**src/rtl/sdram_port_arbiter_pkg.sv**
```systemverilog
// Shared definitions for the SDRAM port arbiter: geometry defaults and FSM state encodings.
package sdram_port_arbiter_pkg;

  localparam int SDR_SDRAM_ROW_SIZE   = 12;
  localparam int SDR_SDRAM_COL_SIZE   = 8;
  localparam int SDR_SDRAM_DATA_WIDTH = 16;
  localparam int SDR_ARB_TAG_DEPTH    = 4;

  typedef enum logic [1:0] {
    ARB_IDLE  = 2'd0,
    ARB_ISSUE = 2'd1,
    ARB_DONE  = 2'd2
  } arb_state_e;

endpackage

```
**src/rtl/sdram_port_arbiter_tag_fifo.sv**
```systemverilog
// In-order FIFO of port IDs for outstanding reads; head steers returning read data.
module sdram_tag_fifo #(
  parameter int W     = 2,
  parameter int DEPTH = 4
) (
  input  logic         clk,
  input  logic         rst,
  input  logic         push_i,
  input  logic [W-1:0] din_i,
  input  logic         pop_i,
  output logic [W-1:0] dout_o,
  output logic         full_o,
  output logic         empty_o
);

  localparam int AW = $clog2(DEPTH);

  logic [W-1:0]  mem_q [DEPTH];
  logic [AW-1:0] wptr_q, rptr_q;
  logic [AW:0]   cnt_q;
  logic          do_push, do_pop;

  assign full_o  = (cnt_q == (AW+1)'(DEPTH));
  assign empty_o = (cnt_q == '0);
  assign dout_o  = mem_q[rptr_q];

  // A push into a full FIFO is only legal when the head leaves in the same cycle.
  assign do_push = push_i && (!full_o || pop_i);
  assign do_pop  = pop_i && !empty_o;

  always_ff @(posedge clk or posedge rst) begin
    if (rst) begin
      wptr_q <= '0;
      rptr_q <= '0;
      cnt_q  <= '0;
      for (int i = 0; i < DEPTH; i++) mem_q[i] <= '0;
    end else begin
      if (do_push) begin
        mem_q[wptr_q] <= din_i;
        wptr_q        <= wptr_q + 1'b1;
      end
      if (do_pop) rptr_q <= rptr_q + 1'b1;
      case ({do_push, do_pop})
        2'b10:   cnt_q <= cnt_q + 1'b1;
        2'b01:   cnt_q <= cnt_q - 1'b1;
        default: cnt_q <= cnt_q;
      endcase
    end
  end

endmodule

```
**src/rtl/sdram_port_arbiter.sv**
```systemverilog
// Round-robin arbiter sharing the single-port SDRAM controller among NPORTS requesters,
// with an in-order tag FIFO steering read data back to the issuing port.
module sdram_port_arbiter
  import sdram_port_arbiter_pkg::*;
#(
  parameter int NPORTS      = 4,
  parameter int ADDR_W      = SDR_SDRAM_ROW_SIZE + SDR_SDRAM_COL_SIZE,
  parameter int DATA_W      = SDR_SDRAM_DATA_WIDTH,
  parameter int TAG_DEPTH   = SDR_ARB_TAG_DEPTH,
  parameter int GNT_TIMEOUT = 1024
) (
  input  logic                     clk,
  input  logic                     rst,
  input  logic [NPORTS-1:0]        p_req_i,
  input  logic [NPORTS-1:0]        p_we_i,
  input  logic [NPORTS*ADDR_W-1:0] p_addr_i,
  input  logic [NPORTS*DATA_W-1:0] p_wdata_i,
  output logic [NPORTS-1:0]        p_gnt_o,
  output logic [NPORTS-1:0]        p_rvalid_o,
  output logic [DATA_W-1:0]        p_rdata_o,
  output logic                     wr_req_o,
  output logic [ADDR_W-1:0]        wr_addr_o,
  output logic [DATA_W-1:0]        wr_data_o,
  input  logic                     wr_gnt_i,
  output logic                     rd_req_o,
  output logic [ADDR_W-1:0]        rd_addr_o,
  input  logic                     rd_gnt_i,
  input  logic [DATA_W-1:0]        rd_data_i,
  input  logic                     rd_valid_i,
  output logic                     err_o
);

  localparam int PW = $clog2(NPORTS);
  localparam int TW = $clog2(GNT_TIMEOUT);
  localparam logic [TW-1:0] TMO_LAST = TW'(GNT_TIMEOUT - 1);

  // First eligible port strictly after 'last', wrapping; MSB of the result flags a hit.
  function automatic logic [PW:0] rr_pick(input logic [NPORTS-1:0] elig,
                                          input logic [PW-1:0]     last);
    logic [PW:0] res;
    int          j;
    res = '0;
    for (int k = 1; k <= NPORTS; k++) begin
      j = (int'(last) + k) % NPORTS;
      if (!res[PW] && elig[PW'(j)]) res = {1'b1, PW'(j)};
    end
    return res;
  endfunction

  arb_state_e          state_q, state_d;
  logic [PW-1:0]       last_q, last_d;
  logic [PW-1:0]       win_q, win_d;
  logic                we_q, we_d;
  logic [TW-1:0]       tmo_q, tmo_d;
  logic                wr_req_q, wr_req_d;
  logic                rd_req_q, rd_req_d;
  logic [ADDR_W-1:0]   wr_addr_q, wr_addr_d;
  logic [DATA_W-1:0]   wr_data_q, wr_data_d;
  logic [ADDR_W-1:0]   rd_addr_q, rd_addr_d;
  logic [NPORTS-1:0]   p_gnt_q, p_gnt_d;
  logic [NPORTS-1:0]   p_rvalid_q, p_rvalid_d;
  logic [DATA_W-1:0]   p_rdata_q, p_rdata_d;
  logic                err_q, err_d;

  logic [NPORTS-1:0]   eligible;
  logic [PW:0]         pick;
  logic [PW-1:0]       sel;
  logic                gnt_ok;
  logic                tmo_err;
  logic                tag_push, tag_pop, tag_full, tag_empty;
  logic [PW-1:0]       tag_head;

  assign eligible = p_req_i & (tag_full ? p_we_i : {NPORTS{1'b1}});
  assign pick     = rr_pick(eligible, last_q);
  assign sel      = pick[PW-1:0];
  assign gnt_ok   = we_q ? wr_gnt_i : rd_gnt_i;

  assign tag_pop  = rd_valid_i && !tag_empty;

  always_comb begin
    state_d   = state_q;
    last_d    = last_q;
    win_d     = win_q;
    we_d      = we_q;
    tmo_d     = tmo_q;
    wr_req_d  = wr_req_q;
    rd_req_d  = rd_req_q;
    wr_addr_d = wr_addr_q;
    wr_data_d = wr_data_q;
    rd_addr_d = rd_addr_q;
    p_gnt_d   = '0;
    tag_push  = 1'b0;
    tmo_err   = 1'b0;

    case (state_q)
      ARB_IDLE: begin
        if (pick[PW]) begin
          win_d   = sel;
          we_d    = p_we_i[sel];
          tmo_d   = '0;
          state_d = ARB_ISSUE;
          if (p_we_i[sel]) begin
            wr_req_d  = 1'b1;
            wr_addr_d = p_addr_i[sel*ADDR_W +: ADDR_W];
            wr_data_d = p_wdata_i[sel*DATA_W +: DATA_W];
          end else begin
            rd_req_d  = 1'b1;
            rd_addr_d = p_addr_i[sel*ADDR_W +: ADDR_W];
          end
        end
      end
      ARB_ISSUE: begin
        if (gnt_ok) begin
          wr_req_d       = 1'b0;
          rd_req_d       = 1'b0;
          last_d         = win_q;
          tag_push       = !we_q;
          p_gnt_d[win_q] = 1'b1;
          tmo_d          = '0;
          state_d        = ARB_DONE;
        end else if (tmo_q == TMO_LAST) begin
          // Abort without granting; the requester still holds its request and is retried.
          wr_req_d = 1'b0;
          rd_req_d = 1'b0;
          last_d   = win_q;
          tmo_err  = 1'b1;
          tmo_d    = '0;
          state_d  = ARB_IDLE;
        end else begin
          tmo_d = tmo_q + 1'b1;
        end
      end
      ARB_DONE: state_d = ARB_IDLE;
      default:  state_d = ARB_IDLE;
    endcase

    p_rvalid_d = '0;
    if (tag_pop) p_rvalid_d[tag_head] = 1'b1;
    p_rdata_d = tag_pop ? rd_data_i : p_rdata_q;
    err_d     = tmo_err || (rd_valid_i && tag_empty);
  end

  always_ff @(posedge clk or posedge rst) begin
    if (rst) begin
      state_q    <= ARB_IDLE;
      last_q     <= PW'(NPORTS - 1);
      win_q      <= '0;
      we_q       <= 1'b0;
      tmo_q      <= '0;
      wr_req_q   <= 1'b0;
      rd_req_q   <= 1'b0;
      wr_addr_q  <= '0;
      wr_data_q  <= '0;
      rd_addr_q  <= '0;
      p_gnt_q    <= '0;
      p_rvalid_q <= '0;
      p_rdata_q  <= '0;
      err_q      <= 1'b0;
    end else begin
      state_q    <= state_d;
      last_q     <= last_d;
      win_q      <= win_d;
      we_q       <= we_d;
      tmo_q      <= tmo_d;
      wr_req_q   <= wr_req_d;
      rd_req_q   <= rd_req_d;
      wr_addr_q  <= wr_addr_d;
      wr_data_q  <= wr_data_d;
      rd_addr_q  <= rd_addr_d;
      p_gnt_q    <= p_gnt_d;
      p_rvalid_q <= p_rvalid_d;
      p_rdata_q  <= p_rdata_d;
      err_q      <= err_d;
    end
  end

  sdram_tag_fifo #(
    .W     (PW),
    .DEPTH (TAG_DEPTH)
  ) u_tag_fifo (
    .clk     (clk),
    .rst     (rst),
    .push_i  (tag_push),
    .din_i   (win_q),
    .pop_i   (tag_pop),
    .dout_o  (tag_head),
    .full_o  (tag_full),
    .empty_o (tag_empty)
  );

  assign p_gnt_o    = p_gnt_q;
  assign p_rvalid_o = p_rvalid_q;
  assign p_rdata_o  = p_rdata_q;
  assign wr_req_o   = wr_req_q;
  assign wr_addr_o  = wr_addr_q;
  assign wr_data_o  = wr_data_q;
  assign rd_req_o   = rd_req_q;
  assign rd_addr_o  = rd_addr_q;
  assign err_o      = err_q;

endmodule
```
**config.mk**
```make
export PLATFORM = sky130hd
export DESIGN_NAME = sdram_port_arbiter
export DESIGN_NICKNAME = d
export VERILOG_FILES = /design/src/rtl/sdram_port_arbiter_pkg.sv /design/src/rtl/sdram_port_arbiter_tag_fifo.sv /design/src/rtl/sdram_port_arbiter.sv
export SDC_FILE = /design/constraint.sdc
export NUM_CORES = 1
export LEC_CHECK = 0
export ABC_AREA = 1
export CAP_MARGIN = 20
export CORE_MARGIN = 5
export CORE_UTILIZATION = 49
export DETAILED_ROUTE_END_ITERATION = 16
export PLACE_DENSITY = 0.87
export SETUP_SLACK_MARGIN = 0.3
export SLEW_MARGIN = 20
export SYNTH_ARGS = -nofsm -noshare
export SYNTH_HDL_FRONTEND = slang
export SYNTH_HIERARCHICAL = 1
export SYNTH_SLANG_ARGS = --single-unit
```
**constraint.sdc**
```tcl
create_clock -name clk -period 10.3 [get_ports clk]
set_input_delay 2.06 -clock clk [delete_from_list [all_inputs] [get_ports clk]]
set_output_delay 2.06 -clock clk [all_outputs]
set_load 0.02 [all_outputs]
```
# Yosys cells after proc, flatten, opt, wreduce, memory -nomap -nowiden

Index checks and enable logic that the tools add are counted.

Register bits after elaboration: 115
Memory bits (read-only): 0
Bits in latches: 0
Bits in writable memories: 0
Word-level logic and storage cells: 146
Memories: 0

Muxes and demuxes: 57
Divide/modulo/power cells: 0
Shifts and indexed selects: 2
Order comparisons: 12
Multipliers: 1
Reductions and logical operators: 31
Add/sub/neg operators: 9
Bitwise logic cells: 4
Equal/unequal tests: 9

Operators with widths:

| operator                                                                     | number |
|---|---|
| 80-bit by 8-bit variable part select with 20-bit output                      | 1 |
| 64-bit by 7-bit variable part select with 16-bit output                      | 1 |
| 10-bit two-way mux                                                           | 3 |
| 1-bit two-way mux                                                            | 23 |
| 10-bit case mux with 2 select lines                                          | 1 |
| 2-bit by 4-bit less-than comparator with 1-bit output, second input constant | 4 |
| 2-bit two-way mux                                                            | 8 |
| 4-bit two-way mux                                                            | 4 |
| 3-bit two-way mux                                                            | 4 |
| 10-bit by 1-bit adder with 10-bit output, second input constant              | 1 |
| 1-bit binary-select mux with 2-bit select                                    | 5 |
| 10-bit == test, second input constant                                        | 1 |
| 1-bit logical AND                                                            | 10 |
| 2-bit by 3-bit less-than comparator with 1-bit output, second input constant | 3 |
| 2-bit by 1-bit adder with 2-bit output, second input constant                | 4 |
| 8-bit bitwise mux                                                            | 1 |
| 2-bit AND reduction                                                          | 4 |
| 4-bit AND reduction                                                          | 2 |
| 3-bit greater-or-equal comparator, second input constant                     | 2 |
| 1-bit zero test                                                              | 6 |
| 2-bit inequality test, second input constant                                 | 3 |
| 2-bit inverter with 3-bit output                                             | 2 |
| 3-bit case mux with 2 select lines                                           | 1 |
| 3-bit AND reduction                                                          | 2 |
| 21 further kinds                                                             | 29 |

# Longest topological paths before layout

Gate-level depths: netlist of run 1.

Depth after elaboration: 21
Gate-level depth with buffers: 19

# Cells and area by module

The synthesis of run 1 kept the hierarchy.

By module, submodules not included:

| module             | times used | cells each | area each (µm²) | seq. area each (µm²) |
|---|---|---|---|---|
| sdram_port_arbiter | 1          | 870        | 6055.8          | 2504.9 |
| sdram_tag_fifo     | 1          | 97         | 837.1           | 375.4 |

# Worst setup path before layout of run 1

Ideal clock, no wire load.

Kind: input to register
Start: in rd_valid_i
End: reg u_tag_fifo.cnt_q[1]
Path buffers: 1
Arrival time: 3.830 ns
Setup slack: 6.387 ns
Stages: 10
Path through: inv_1 nor2_1 clkbuf_1 inv_1 nand3_2 nand2_1 ha_1 inv_1 fa_1 o21ai_0

Word-level cells in the longest chain between the ends: 5

RTL lines:

| item                                                                      | RTL line                          | RTL |
|---|---|---|
| from (decl)                                                               | sdram_port_arbiter.sv:29          | `input logic rd_valid_i,` |
| 1-bit logical AND *                                                       | sdram_port_arbiter.sv:78          | `assign tag_pop = rd_valid_i && !tag_empty;` |
| named net tag_pop                                                         | sdram_port_arbiter.sv:70          | `logic tag_push, tag_pop, tag_full, tag_empty;` |
| 1-bit logical OR                                                          | sdram_port_arbiter_tag_fifo.sv:28 | `assign do_push = push_i && (!full_o \|\| pop_i);` |
| 1-bit logical AND                                                         | sdram_port_arbiter_tag_fifo.sv:28 |  |
| 2-bit by 1-bit == test with 1-bit output or 2-bit == test (tied branches) | sdram_port_arbiter_tag_fifo.sv:43 | `case ({do_push, do_pop})` |
| 3-bit case mux with 2 select lines or 2-bit nonzero test (tied branches)  | --                                |  |
| to (signal assigned)                                                      | sdram_port_arbiter_tag_fifo.sv:44 | `2'b10: cnt_q <= cnt_q + 1'b1;` |
| to (signal assigned)                                                      | sdram_port_arbiter_tag_fifo.sv:45 | `2'b01: cnt_q <= cnt_q - 1'b1;` |
| to (signal assigned)                                                      | sdram_port_arbiter_tag_fifo.sv:46 | `default: cnt_q <= cnt_q;` |
| to (decl)                                                                 | sdram_port_arbiter_tag_fifo.sv:20 | `logic [AW:0] cnt_q;` |

Mark *: on every way through the listed nets, which the timed path passes. The rest lies on a longest branch.
A chain may end at the register's enable or synchronous reset.

# Worst setup path in the final report of run 1

Start: in p_we_i[2]
End: reg wr_data_q[14] (netlist: wr_data_o[14])

Word-level cells in the longest chain between the ends: 18

RTL lines:

| item                                                       | RTL line                  | RTL |
|---|---|---|
| from (decl)                                                | sdram_port_arbiter.sv:15  | `input logic [NPORTS-1:0] p_we_i,` |
| branches (longest 18 deep; another with 4-bit two-way mux) | --                        |  |
| to (signal assigned)                                       | sdram_port_arbiter.sv:168 | `wr_data_q <= wr_data_d;` |
| to (decl)                                                  | sdram_port_arbiter.sv:58  | `logic [DATA_W-1:0] wr_data_q, wr_data_d;` |

Several ways; the timed one is not identified. The select of a mux whose other input is x is not followed.

==> out/results.md, run 1 <==
| Item | Value | Unit |
|:---|:---|:---|
| Utilization of the core after routing | 0.727 | - |
| Detailed Routing Iterations Pass 1 | 5 | - |
| Flip-flop cell with the highest count after synthesis | sky130_fd_sc_hd__dfrtp_1 | - |
| Initial drt markers | 493 | - |
| Final Cell Area | 10,000 | um^2 |
| Relative area change from synthesis to final layout | 45.8 | % |
| Number of distinct library cell variants in the gate-level netlist after synthesis | 39 | - |
| Core Region | 13,800 | um^2 |
| Reg-to-reg critical path startpoint | u_tag_fifo/cnt_q[0]$_DFFE_PP0P_ | - |
| Layout cell share with drive strength beyond 1 | 0.0531 | - |
| Leakage power | 4.99 | nW |
| Net switching component of the power | 1.96 | mW |
| Endpoint type of the worst setup path | flip-flop | - |
| Most frequent cells after synthesis | sky130_fd_sc_hd__nand2_1, sky130_fd_sc_hd__nand3_1, sky130_fd_sc_hd__dfrtp_1, sky130_fd_sc_hd__inv_1, sky130_fd_sc_hd__nand3b_1 | - |
| Clock latency of the later-clocked register in the worst-skew pair | 0.41 | ns |
| Mean Syn Cell Area | 7.13 | um^2 |
| Area share of the largest cell type after synthesis | 0.410 | - |
| Root cell of the clock tree | sky130_fd_sc_hd__clkbuf_16 | - |
| Count of endpoints failing hold in the final timing report | 0 | - |
| CTS buffer count | 17 | - |
| Diodes inserted | 0 | - |
| Synthesized instance count | 967 | - |
| Overall power after layout | 3.85 | mW |
| Via count of the first global-routing pass | 7,043 | - |
| Share of the yosys chip area belonging to registers | 0.418 | - |
| Max FO, Critical Path | 51 | - |
| Fin crit period | 5.55 | ns |
| Max frequency | 180 | MHz |
| Yosys warns | 6 | - |
| Number of max-slew violations in the final report | 0 | - |
| Cell depth of the worst hold path | 2 | - |
| Post-route antenna net violation count | 0 | - |
| Combinational share of power | 0.636 | - |
| Internal power summed over all cells | 1.89 | mW |
| Endpoint arrival time on the critical path | 5.84 | ns |
| Number of rows in the core area | 43 | - |
| Power density normalized to cell area | 383 | nW/um^2 |
| Die height | 129 | um |
| Worst Path Required | 10.59 | ns |
| HP Class | reg -> reg | - |
| GRT Util Overall | 0.269 | - |
| Final routed DRC violation total | 0 | - |
| Max Cap Violations | 0 | - |
| Cell Count, Final, Fillers Out | 1,386 | - |
| Slew headroom | 0.262 | - |
| RD Place Congestion | 0.911 | - |
| Largest clock skew in the final design | 0.0103 | ns |
| Clk sink count | 115 | - |
| Synthesized Nets | 1,147 | - |
| Pin count of the biggest net entering global routing | 77 | - |
| Flops & latches, synth | 115 | - |
| Net count, final | 1,374 | - |
| Worst slack, placed | 4.37 | ns |
| Gates resized, CTS repair | 0 | - |
| Run status | finished clean | - |
| Total negative slack for setup checks | 0 | ns |
| Most frequently used cell type in the post-synthesis netlist | sky130_fd_sc_hd__nand2_1 | - |
| Count of input and output buffers | 255 | - |
| Number of primary I/O pins | 256 | - |
| Wire length of the first global-routing pass | 35.4 | mm |
| Number of buffers between clock root and the deepest sink | 2 | - |
| Post-CTS setup buffer count | 0 | - |
| Fin Hold WS | 0.467 | ns |
| Number of setup violations in the final report | 0 | - |
| Via Count | 7,385 | - |
| R2r worst-path depth | 15 | - |
| Initial standard-cell utilization of the core | 0.499 | - |
| Instance count after placement with tap cells included | 1,354 | - |
| Clock tree from TritonCTS | yes | - |
| Instance area after placement | 9410 | um^2 |
| Full die area | 16,500 | um^2 |
| Min setup slack post-route | 4.75 | ns |
| Clock share of power | 0.156 | - |
| Vias per inst | 5.33 | - |
| Post-detail-place hpwl | 16.7 | mm |
| Grt ovf | 0 | - |
| Share of flip-flops with an asynchronous set or reset | 1.00 | - |
| Share of total power in sequential cells | 0.207 | - |
| WL final | 22.9 | mm |
| Largest area contributor in the synthesized netlist | sky130_fd_sc_hd__dfrtp_1 | - |
| Unrepaired setup endpoints after global routing | no | - |
| Min-Delay Startpoint | wr_addr_o[19]$_DFFE_PP0P_ | - |
| Count of flip-flops with a built-in enable after synthesis | 0 | - |
| Worst Max-Slew Pin Slew | 1.10 | ns |
| Leading post-synthesis cells by cell area | sky130_fd_sc_hd__dfrtp_1, sky130_fd_sc_hd__nand2_1, sky130_fd_sc_hd__nand3_1 | - |
| Peak supply drop | 0.000290 | V |
| DR WL/cell | 16.5 | um |
| Number of buffers added to fix hold violations after cts | 0 | - |
| Crit share post-route | 0.539 | - |
| Die extent in x | 129 | um |
| Maximum level of the CTS H-tree | 4 | - |
| Launch point of the worst path | p_we_i[2] | - |
| Critical path type | in -> reg | - |
| Nature of the critical path startpoint | input pin | - |
| Initial antenna violation count | 0 | - |
| Cell area after technology mapping | 6890 | um^2 |
| Clock slew at the register clock pins of the worst setup and hold paths | 0.05 | ns |
| Switch share | 0.510 | - |
==> critical path, stage by stage <==
cell and delay (ns):
sky130_fd_sc_hd__clkdlybuf4s50_1 0.49, sky130_fd_sc_hd__inv_1 0.06, sky130_fd_sc_hd__nand2_1 0.09, sky130_fd_sc_hd__nand3_1 0.13
sky130_fd_sc_hd__nand3_1 0.12, sky130_fd_sc_hd__nand2_1 0.10, sky130_fd_sc_hd__nand4_4 0.36, sky130_fd_sc_hd__buf_4 0.53
sky130_fd_sc_hd__nand3_2 0.54, sky130_fd_sc_hd__nand2_1 0.21, sky130_fd_sc_hd__nand3_2 0.12, sky130_fd_sc_hd__nand2_4 0.40
sky130_fd_sc_hd__nand2_4 0.35, sky130_fd_sc_hd__nand2_1 0.17, sky130_fd_sc_hd__nand2_1 0.06
==> final cells by class <==
| cell class | instances | area [um^2] |
|---|---|---|
| Clock buffer | 22 | 484 |
| Inverter | 79 | 304 |
| Timing Repair Buffer | 262 | 2630 |
| Fill cell | 1042 | 3780 |
| Clock inverter | 9 | 128 |
| Sequential cell | 115 | 2880 |
| Multi-Input combinational cell | 719 | 3400 |
| Tap cell | 180 | 225 |
==> cell families after synthesis <==
family / after synthesis / share of synthesized area
AND/OR/NAND/NOR: 667 / 0.436
buffers and inverters: 133 / 0.0908
flip-flops: 115 / 0.418
AO/OA/AOI/OAI: 39 / 0.0336
adder cells (fa/ha/maj): 7 / 0.0138
XOR/XNOR: 5 / 0.00635
multiplexers: 1 / 0.00145
==> state kept, by name, indices dropped and copies added, names as in the netlist <==
signal,flops
rd_addr_o,20
wr_addr_o,20
p_rdata_o,16
wr_data_o,16
tmo_q,10
u_tag_fifo/mem_q,8
p_gnt_o,4
p_rvalid_o,4
u_tag_fifo/cnt_q,3
last_q,2
state_q,2
u_tag_fifo/rptr_q,2
u_tag_fifo/wptr_q,2
win_q,2
err_o,1
rd_req_o,1
we_q,1
wr_req_o,1
==> cell usage in the layout (no fill, tap or decap), types with 2 or more instances in the layout <==
master	count
sky130_fd_sc_hd__dfrtp_1	113
sky130_fd_sc_hd__nand3_1	161
sky130_fd_sc_hd__nand2_2	4
sky130_fd_sc_hd__a21oi_1	9
sky130_fd_sc_hd__nor2_1	13
sky130_fd_sc_hd__clkbuf_16	17
sky130_fd_sc_hd__inv_2	2
sky130_fd_sc_hd__clkbuf_8	4
sky130_fd_sc_hd__nand3_2	9
sky130_fd_sc_hd__o22ai_1	4
sky130_fd_sc_hd__clkdlybuf4s50_1	255
sky130_fd_sc_hd__nand2_4	2
sky130_fd_sc_hd__clkinv_2	3
sky130_fd_sc_hd__dfstp_2	2
sky130_fd_sc_hd__inv_1	75
sky130_fd_sc_hd__buf_4	6
sky130_fd_sc_hd__nand3b_1	37
sky130_fd_sc_hd__o21ai_0	19
sky130_fd_sc_hd__nand2_1	414
sky130_fd_sc_hd__o21ai_4	2
sky130_fd_sc_hd__clkinvlp_4	3
sky130_fd_sc_hd__bufinv_16	3
sky130_fd_sc_hd__nand4_1	9
sky130_fd_sc_hd__ha_1	6
sky130_fd_sc_hd__xor2_1	3
sky130_fd_sc_hd__xnor2_1	2
sky130_fd_sc_hd__nor3_1	13
==> final timing paths <==
check / end / slack [ns]
setup / recovery: wr_data_o[14]$_DFFE_PP0P_ / 4.75
hold / removal: wr_addr_o[19]$_DFFE_PP0P_ / 0.47
setup reg to reg: wr_addr_o[3]$_DFFE_PP0P_ / 6.14
hold reg to reg: wr_addr_o[19]$_DFFE_PP0P_ / 0.47
max in group asynchronous: wr_addr_o[5]$_DFFE_PP0P_ / 7.06
min in group asynchronous: p_gnt_o[1]$_DFF_PP0_ / 1.98
==> power groups by stage <==
stage	clock network, mW	logic (mW)	registers [mW]
3_3_place_gp	0	2.37	0.793
5_1_grt	0.630	2.71	0.817
3_5_place_dp	0	2.41	0.794
2_1_floorplan	0	1.59	0.924
6_report	0.601	2.45	0.798
4_1_cts	0.608	2.43	0.794
==> routing by layer <==
layer,vias up,part of all wire,track usage
met4,0,0.036,0.107
met1,3448,0.38,0.327
met2,328,0.48,0.451
met5,-,0,0
met3,57,0.097,0.0780
li1,3552,-,-
Power figures use the tool's default switching activity.
==> inputs of run 2 (changes only) <==
CORE_UTILIZATION = 41   (was 49)
PLACE_DENSITY = 0.78   (was 0.87)
clock period = 5.1 ns   (was 10.3 ns; I/O delays follow)
==> out/results.md, run 2 (synthesis results as in run 1) <==
| Item | Value | Unit | Change |
|:---|:---|:---|:---|
| R2r worst-path depth | 16 | - | +1 |
| Clk sink count | 115 | - | unchanged |
| Worst Max-Slew Pin Slew | 0.833 | ns | -0.271 ns |
| Layout cell share with drive strength beyond 1 | 0.0545 | - | +0.00148 |
| DR WL/cell | 16.3 | um | -1.3% |
| Share of total power in sequential cells | 0.204 | - | -0.003 |
| Number of primary I/O pins | 256 | - | unchanged |
| Peak supply drop | 0.000396 | V | +36% |
| Detailed Routing Iterations Pass 1 | 5 | - | unchanged |
| Layout filler cell count | 1,518 | - | +46% |
| Pin count of the biggest net entering global routing | 64 | - | -17% |
| Family of cells with the greatest summed delay on the critical path | simple AND/OR/NAND/NOR gates | - |  |
| Max Cap Violations | 0 | - | unchanged |
| Run status | finished clean | - |  |
| Logic depth of the worst setup path including buffers | 12 | - | -3 |
| CTS buffer count | 17 | - | unchanged |
| Wire length of the first global-routing pass | 36.9 | mm | +4.4% |
| Number of rows in the core area | 47 | - | +9.3% |
| Full die area | 19,500 | um^2 | +18% |
| Relative area change from synthesis to final layout | 47.1 | % |  |
| Buffer and inverter count on the worst path | 2 | - | -1 |
| Endpoint arrival time on the critical path | 4.12 | ns | -1.72 ns |
| Switch share | 0.502 | - | -0.00763 |
| Initial antenna violation count | 0 | - | unchanged |
| Overall power after layout | 7.80 | mW | +100% |
| Unrepaired setup endpoints after global routing | no | - |  |
| Post-CTS setup buffer count | 0 | - | unchanged |
| Initial standard-cell utilization of the core | 0.417 | - | -0.0814 |
| Clock latency of the later-clocked register in the worst-skew pair | 0.41 | ns | about the same |
| Critical-path cell list | clkdlybuf4s50_1 > inv_1 > nand2_1 > nand3_1 > nand3_1 > nand2_1 > nand4_4 > o21ai_4 > nor2_8 > nand3_2 > nand2_1 > nand2_1 | - |  |
| Max FO, Critical Path | 63 | - | +24% |
| Net count, final | 1,377 | - | +0.22% |
| GRT Util Overall | 0.233 | - | -0.0361 |
| Number of buffers between clock root and the deepest sink | 2 | - | unchanged |
| Clock slew at the register clock pins of the worst setup and hold paths | 0.05 | ns | about the same |
| Slew headroom | 0.445 | - | +0.183 |
| Internal power summed over all cells | 3.88 | mW | +110% |
| Number of max-slew violations in the final report | 0 | - | unchanged |
| Post-detail-place hpwl | 17.2 | mm | +2.7% |
| Cell repeated most along the worst path | sky130_fd_sc_hd__nand2_1 | - |  |
| Gates resized, CTS repair | 0 | - | unchanged |
| Most frequent standard cell in the layout excluding fill and tap cells | sky130_fd_sc_hd__nand2_1 | - |  |
| Leakage power | 5.02 | nW | +0.52% |
| Fin crit period | 3.83 | ns |  |
| CP max-delay cell | sky130_fd_sc_hd__nor2_8 | - |  |
| Grt ovf | 0 | - | unchanged |
| Worst setup path endpoint | rd_addr_o[1]$_DFFE_PP0P_ | - |  |
| Launch point of the worst path | p_we_i[3] | - |  |
| Diodes inserted | 0 | - | unchanged |
| Combinational share of power | 0.628 | - | -0.008 |
| Count of endpoints failing hold in the final timing report | 0 | - | unchanged |
| Die height | 140 | um | +8.6% |
| Core Region | 16,500 | um^2 | +20% |
| Root cell of the clock tree | sky130_fd_sc_hd__clkbuf_16 | - |  |
| Maximum level of the CTS H-tree | 4 | - | unchanged |
| Net switching component of the power | 3.92 | mW | +100% |
| R2r setup slk | 1.48 | ns | -4.66 ns |
| Fin Hold WS | 0.466 | ns | -0.00146 ns |
| Worst stage delay on the critical path | 0.63 | ns | +0.09 ns |
| Via count of the first global-routing pass | 6,846 | - | -2.8% |
| Critical path type | in -> reg | - |  |
| Post-route antenna net violation count | 0 | - | unchanged |
| Number of setup violations in the final report | 0 | - | unchanged |
| Via Count | 7,245 | - | -1.9% |
| Total negative slack for setup checks | 0 | ns | unchanged |
| Reg-to-reg critical path startpoint | u_tag_fifo/cnt_q[0]$_DFFE_PP0P_ | - |  |
| RD Place Congestion | 0.856 | - | -6.0% |
| Clock share of power | 0.168 | - | +0.012 |
| Power density normalized to cell area | 769 | nW/um^2 | +100% |
| Number of buffers added to fix hold violations after cts | 0 | - | unchanged |
| Crit share post-route | 0.751 | - |  |
| Largest clock skew in the final design | 0.00510 | ns | -0.00516 ns |
| Final routed DRC violation total | 0 | - | unchanged |
| Nature of the critical path startpoint | input pin | - |  |
| Die extent in x | 140 | um | +8.6% |
| Clock tree from TritonCTS | yes | - |  |
| Worst Path Required | 5.39 | ns | -5.20 ns |
| Vias per inst | 5.07 | - | -4.9% |
| Max frequency | 261 | MHz |  |
| Endpoint type of the worst setup path | flip-flop | - |  |
| Count of input and output buffers | 255 | - | unchanged |
| WL final | 23.3 | mm | +1.8% |
| Initial drt markers | 359 | - | -27% |
| Commonest cells after routing, fill and taps aside | sky130_fd_sc_hd__nand2_1, sky130_fd_sc_hd__clkdlybuf4s50_1, sky130_fd_sc_hd__nand3_1 | - |  |
| Crit Reg-Reg Endpoint | wr_addr_o[7]$_DFFE_PP0P_ | - |  |
| HP Class | reg -> reg | - |  |
run 2: cell types whose count changed in the layout (fill, tap and decap cells not counted), sizes merged:
cell      change
clkbuf        +1
clkinv        -1
clkinvlp      -1
bufinv        +2
buf           +3
run 2: cell type report:
type / instances / area, um^2 / share of cell area
Multi-Input combinational cell: 719 / 3400 / 0.335
Sequential cell: 115 / 2880 / 0.284
Timing Repair Buffer: 265 / 2630 / 0.259
Clock buffer: 23 / 478 / 0.0471
Inverter: 79 / 304 / 0.0300
Tap cell: 220 / 275 / 0.0271
Clock inverter: 9 / 175 / 0.0173
run 2: worst min-delay path by stage:
stage	from	endpoint	slack, ns	cells past startpoint
after floorplan	u_tag_fifo/mem_q[2]$_DFFE_PP0P_	u_tag_fifo/mem_q[2]$_DFFE_PP0P_	0.44	2
after global placement	p_rdata_o[6]$_DFFE_PP0P_	p_rdata_o[6]$_DFFE_PP0P_	0.45	2
after detailed placement	u_tag_fifo/mem_q[4]$_DFFE_PP0P_	u_tag_fifo/mem_q[4]$_DFFE_PP0P_	0.46	2
after CTS	wr_data_o[5]$_DFFE_PP0P_	wr_data_o[5]$_DFFE_PP0P_	0.47	2
after global routing	wr_addr_o[12]$_DFFE_PP0P_	wr_addr_o[12]$_DFFE_PP0P_	0.49	2
final	wr_data_o[11]$_DFFE_PP0P_	wr_data_o[11]$_DFFE_PP0P_	0.47	2
run 2: worst register-to-register path, cell delays in order (launching register included):
cell,delay (ns)
sky130_fd_sc_hd__dfrtp_1,0.42
sky130_fd_sc_hd__nor3_1,0.49
sky130_fd_sc_hd__nand2_1,0.16
sky130_fd_sc_hd__nand3_1,0.16
sky130_fd_sc_hd__nand2_1,0.10
sky130_fd_sc_hd__nand2_1,0.07
sky130_fd_sc_hd__nand2_1,0.07
sky130_fd_sc_hd__nand2_1,0.10
sky130_fd_sc_hd__nand2_1,0.08
sky130_fd_sc_hd__nand2_1,0.08
sky130_fd_sc_hd__nand2_2,0.37
sky130_fd_sc_hd__nand3_1,0.22
sky130_fd_sc_hd__nand3_2,0.14
sky130_fd_sc_hd__nand2_4,0.39
sky130_fd_sc_hd__nand2_4,0.40
sky130_fd_sc_hd__nand2_1,0.19
sky130_fd_sc_hd__nand2_1,0.07
run 2: metrics by stage:
stage	instances	cell area, um^2	worst slack (ns)	util
after floorplan	967	6890	1.46	-
after global placement	1398	9490	0.945	0.574
after detailed placement	1398	9490	0.874	0.574
after CTS	1430	10100	1.31	0.614
after global routing	1430	10100	0.957	0.614
final	1430	10100	1.27	0.614
run 2: layer usage:
| metal | vias up | GRT usage | part of all wire |
|---|---|---|---|
| met1 | 3394 | 0.292 | 0.41 |
| met3 | 31 | 0.0707 | 0.083 |
| met4 | 0 | 0.0653 | 0.019 |
| met2 | 260 | 0.391 | 0.49 |
| li1 | 3560 | - | - |
| met5 | - | 0 | 0 |
run 2: power by group through the flow:
| stage | Sequential, mW | Clock (mW) | Combinational, mW |
|---|---|---|---|
| floorplan | 1.87 | 0 | 3.21 |
| global placement | 1.59 | 0 | 4.83 |
| detailed placement | 1.59 | 0 | 4.90 |
| CTS | 1.59 | 1.33 | 4.93 |
| global route | 1.63 | 1.37 | 5.41 |
| finish | 1.59 | 1.31 | 4.90 |
==> inputs of run 3 (changes only) <==
CORE_UTILIZATION = 45   (was 41)
PLACE_DENSITY = 0.81   (was 0.78)
clock period = 3.9 ns   (was 5.1 ns; I/O delays follow)
==> out/results.md, run 3 (synthesis results as in run 1) <==
| Item | Value | Unit | Change |
|:---|:---|:---|:---|
| Length of routed wiring on met1 | 9.51 | mm | -1.2% |
| Full die area | 17,900 | um^2 | -8.3% |
| Power density normalized to cell area | 1020 | nW/um^2 | +32% |
| Post-detail-place hpwl | 16.5 | mm | -4.1% |
| DR WL/cell | 16.3 | um | -0.27% |
| GRT Util Overall | 0.250 | - | +0.0174 |
| Fin Hold WS | 0.469 | ns | +0.00333 ns |
| Clock slew at the register clock pins of the worst setup and hold paths | 0.05 | ns | about the same |
| Worst Max-Slew Pin Slew | 0.766 | ns | -0.0668 ns |
| Combinational share of power | 0.639 | - | +0.011 |
| Endpoint type of the worst setup path | flip-flop | - |  |
| Max Cap Violations | 0 | - | unchanged |
| Peak supply drop | 0.000665 | V | +68% |
| Switch share | 0.508 | - | +0.00557 |
| Area of all sequential standard cells | 2880 | um^2 | unchanged |
| Worst Path Required | 4.19 | ns | -1.20 ns |
| Reg-to-reg critical path startpoint | u_tag_fifo/cnt_q[0]$_DFFE_PP0P_ | - |  |
| Nature of the critical path startpoint | flip-flop | - |  |
| Gates resized, CTS repair | 0 | - | unchanged |
| End point of the most critical hold path | p_rdata_o[14]$_DFFE_PP0P_ | - |  |
| Initial antenna violation count | 0 | - | unchanged |
| CTS buffer count | 17 | - | unchanged |
| Via count of the first global-routing pass | 7,149 | - | +4.4% |
| Highest metal layer used by the detailed router | met4 | - |  |
| Clock tree from TritonCTS | yes | - |  |
| Net switching component of the power | 5.22 | mW | +33% |
| Unrepaired setup endpoints after global routing | no | - |  |
| Via Count | 7,237 | - | -0.11% |
| R2r setup slk | 0.72 | ns | -0.76 ns |
| RD Place Congestion | 0.894 | - | +4.4% |
| Initial drt markers | 517 | - | +44% |
| Total length of routed met3 wires | 1.76 | mm | -9.2% |
| Number of setup violations in the final report | 0 | - | unchanged |
| R2r worst-path depth | 14 | - | -2 |
| Crit share post-route | 0.816 | - |  |
| Leakage power | 5.03 | nW | +0.13% |
| Net count, final | 1,380 | - | +0.22% |
| Relative area change from synthesis to final layout | 46.7 | % |  |
| Count of endpoints failing hold in the final timing report | 0 | - | unchanged |
| Final routed DRC violation total | 0 | - | unchanged |
| Diodes inserted | 0 | - | unchanged |
| Critical path type | reg -> reg | - |  |
| Internal power summed over all cells | 5.06 | mW | +30% |
| Slew headroom | 0.489 | - | +0.0445 |
| Clk sink count | 115 | - | unchanged |
| Layout cell share with drive strength beyond 1 | 0.0577 | - | +0.00316 |
| Number of buffers added to fix hold violations after cts | 0 | - | unchanged |
| Die extent in x | 134 | um | -4.2% |
| Share of total power in sequential cells | 0.201 | - | -0.003 |
| Endpoint arrival time on the critical path | 3.48 | ns | -0.64 ns |
| Largest clock skew in the final design | 0.0159 | ns | +0.0108 ns |
| Post-CTS setup buffer count | 0 | - | unchanged |
| WL final | 22.8 | mm | -2.3% |
| Routed wl met2 | 10.9 | mm | -3.4% |
| Number of primary I/O pins | 256 | - | unchanged |
| Crit Reg-Reg Endpoint | rd_addr_o[1]$_DFFE_PP0P_ | - |  |
| Initial standard-cell utilization of the core | 0.457 | - | +0.0397 |
| Wire length of the first global-routing pass | 36.3 | mm | -1.8% |
| Commonest cells after routing, fill and taps aside | sky130_fd_sc_hd__nand2_1, sky130_fd_sc_hd__clkdlybuf4s50_1, sky130_fd_sc_hd__nand3_1 | - |  |
| Cell depth of the worst hold path | 2 | - | unchanged |
| Clock latency of the later-clocked register in the worst-skew pair | 0.41 | ns | about the same |
| Number of buffers between clock root and the deepest sink | 2 | - | unchanged |
| Number of rows in the core area | 45 | - | -4.3% |
| Core Region | 15,100 | um^2 | -8.7% |
| Die height | 134 | um | -4.2% |
| Maximum level of the CTS H-tree | 4 | - | unchanged |
| Grt ovf | 0 | - | unchanged |
| Number of max-slew violations in the final report | 0 | - | unchanged |
| Count of input and output buffers | 255 | - | unchanged |
| Most frequent standard cell in the layout excluding fill and tap cells | sky130_fd_sc_hd__nand2_1 | - |  |
| Run status | finished clean | - |  |
| Max frequency | 314 | MHz |  |
| Root cell of the clock tree | sky130_fd_sc_hd__clkbuf_16 | - |  |
| Clock share of power | 0.160 | - | -0.008 |
| Multi-input combinational cell area | 3400 | um^2 | unchanged |
| Vias per inst | 5.17 | - | +2.0% |
| Min-Delay Startpoint | p_rdata_o[14]$_DFFE_PP0P_ | - |  |
| HP Class | reg -> reg | - |  |
| Max FO, Critical Path | 55 | - | -13% |
| Fin crit period | 3.18 | ns |  |
| Detailed Routing Iterations Pass 1 | 5 | - | unchanged |
| Post-route antenna net violation count | 0 | - | unchanged |
| Pin count of the biggest net entering global routing | 71 | - | +11% |
| Total negative slack for setup checks | 0 | ns | unchanged |
| Overall power after layout | 10.3 | mW | +32% |
| Layout filler cell count | 1,291 | - | -15% |
run 3: cell count changes in the layout (fill, tap and decap cells not counted), sizes merged:
cell and change:
bufinv -1, buf +3, inv +1, clkbuf -3
clkinv +3
run 3: metrics by stage:
stage | setup slack, ns | std cells | instance area (um^2) | utilization
final | 0.716 | 1401 | 10100 | 0.670
after global routing | 0.442 | 1401 | 10100 | 0.670
after CTS | 0.722 | 1401 | 10100 | 0.670
after detailed placement | 0.430 | 1369 | 9480 | 0.629
after global placement | 0.491 | 1369 | 9480 | 0.629
after floorplan | 0.505 | 967 | 6890 | -
run 3: area by class of cell:
type,count,area share
Sequential cell,115,0.285
Multi-Input combinational cell,719,0.336
Timing Repair Buffer,268,0.263
Inverter,79,0.0301
Tap cell,188,0.0233
Clock inverter,12,0.0178
Clock buffer,20,0.0442
run 3: worst max-delay path, cell delays in order (launching register included):
cell	delay [ns]
sky130_fd_sc_hd__dfrtp_1	0.42
sky130_fd_sc_hd__nor3_1	0.50
sky130_fd_sc_hd__nand2_1	0.18
sky130_fd_sc_hd__nand3_1	0.18
sky130_fd_sc_hd__nand3_1	0.10
sky130_fd_sc_hd__nand2_1	0.14
sky130_fd_sc_hd__nand4_4	0.23
sky130_fd_sc_hd__nand3_2	0.18
sky130_fd_sc_hd__buf_4	0.47
sky130_fd_sc_hd__nand2_1	0.13
sky130_fd_sc_hd__nand3_1	0.10
sky130_fd_sc_hd__nand2_1	0.06
sky130_fd_sc_hd__buf_4	0.20
sky130_fd_sc_hd__nand3_1	0.11
sky130_fd_sc_hd__nand2_1	0.06
run 3: how the worst max path moves through the flow:
stage,from,endpoint,slack (ns),cells past startpoint
after floorplan,rst,err_o$_DFF_PP0_,0.50,1
after global placement,p_we_i[3],rd_addr_o[2]$_DFFE_PP0P_,0.49,14
after detailed placement,p_we_i[2],rd_addr_o[1]$_DFFE_PP0P_,0.43,14
after CTS,u_tag_fifo/cnt_q[0]$_DFFE_PP0P_,rd_addr_o[3]$_DFFE_PP0P_,0.72,14
after global routing,u_tag_fifo/cnt_q[0]$_DFFE_PP0P_,rd_addr_o[4]$_DFFE_PP0P_,0.44,14
final,u_tag_fifo/cnt_q[0]$_DFFE_PP0P_,rd_addr_o[1]$_DFFE_PP0P_,0.72,14
run 3: layer usage:
layer  vias to the layer above  global-route usage
met5                         -                   0
met4                         0              0.0846
met3                        48              0.0668
met2                       293               0.415
met1                      3332               0.317
li1                       3564                   -
run 3: power by group through the flow:
stage | Clock [mW] | Combinational [mW] | Sequential [mW]
4_1_cts | 1.67 | 6.62 | 2.06
6_report | 1.64 | 6.58 | 2.07
3_5_place_dp | 0 | 6.59 | 2.07
2_1_floorplan | 0 | 4.19 | 2.44
5_1_grt | 1.73 | 7.29 | 2.12
3_3_place_gp | 0 | 6.46 | 2.07
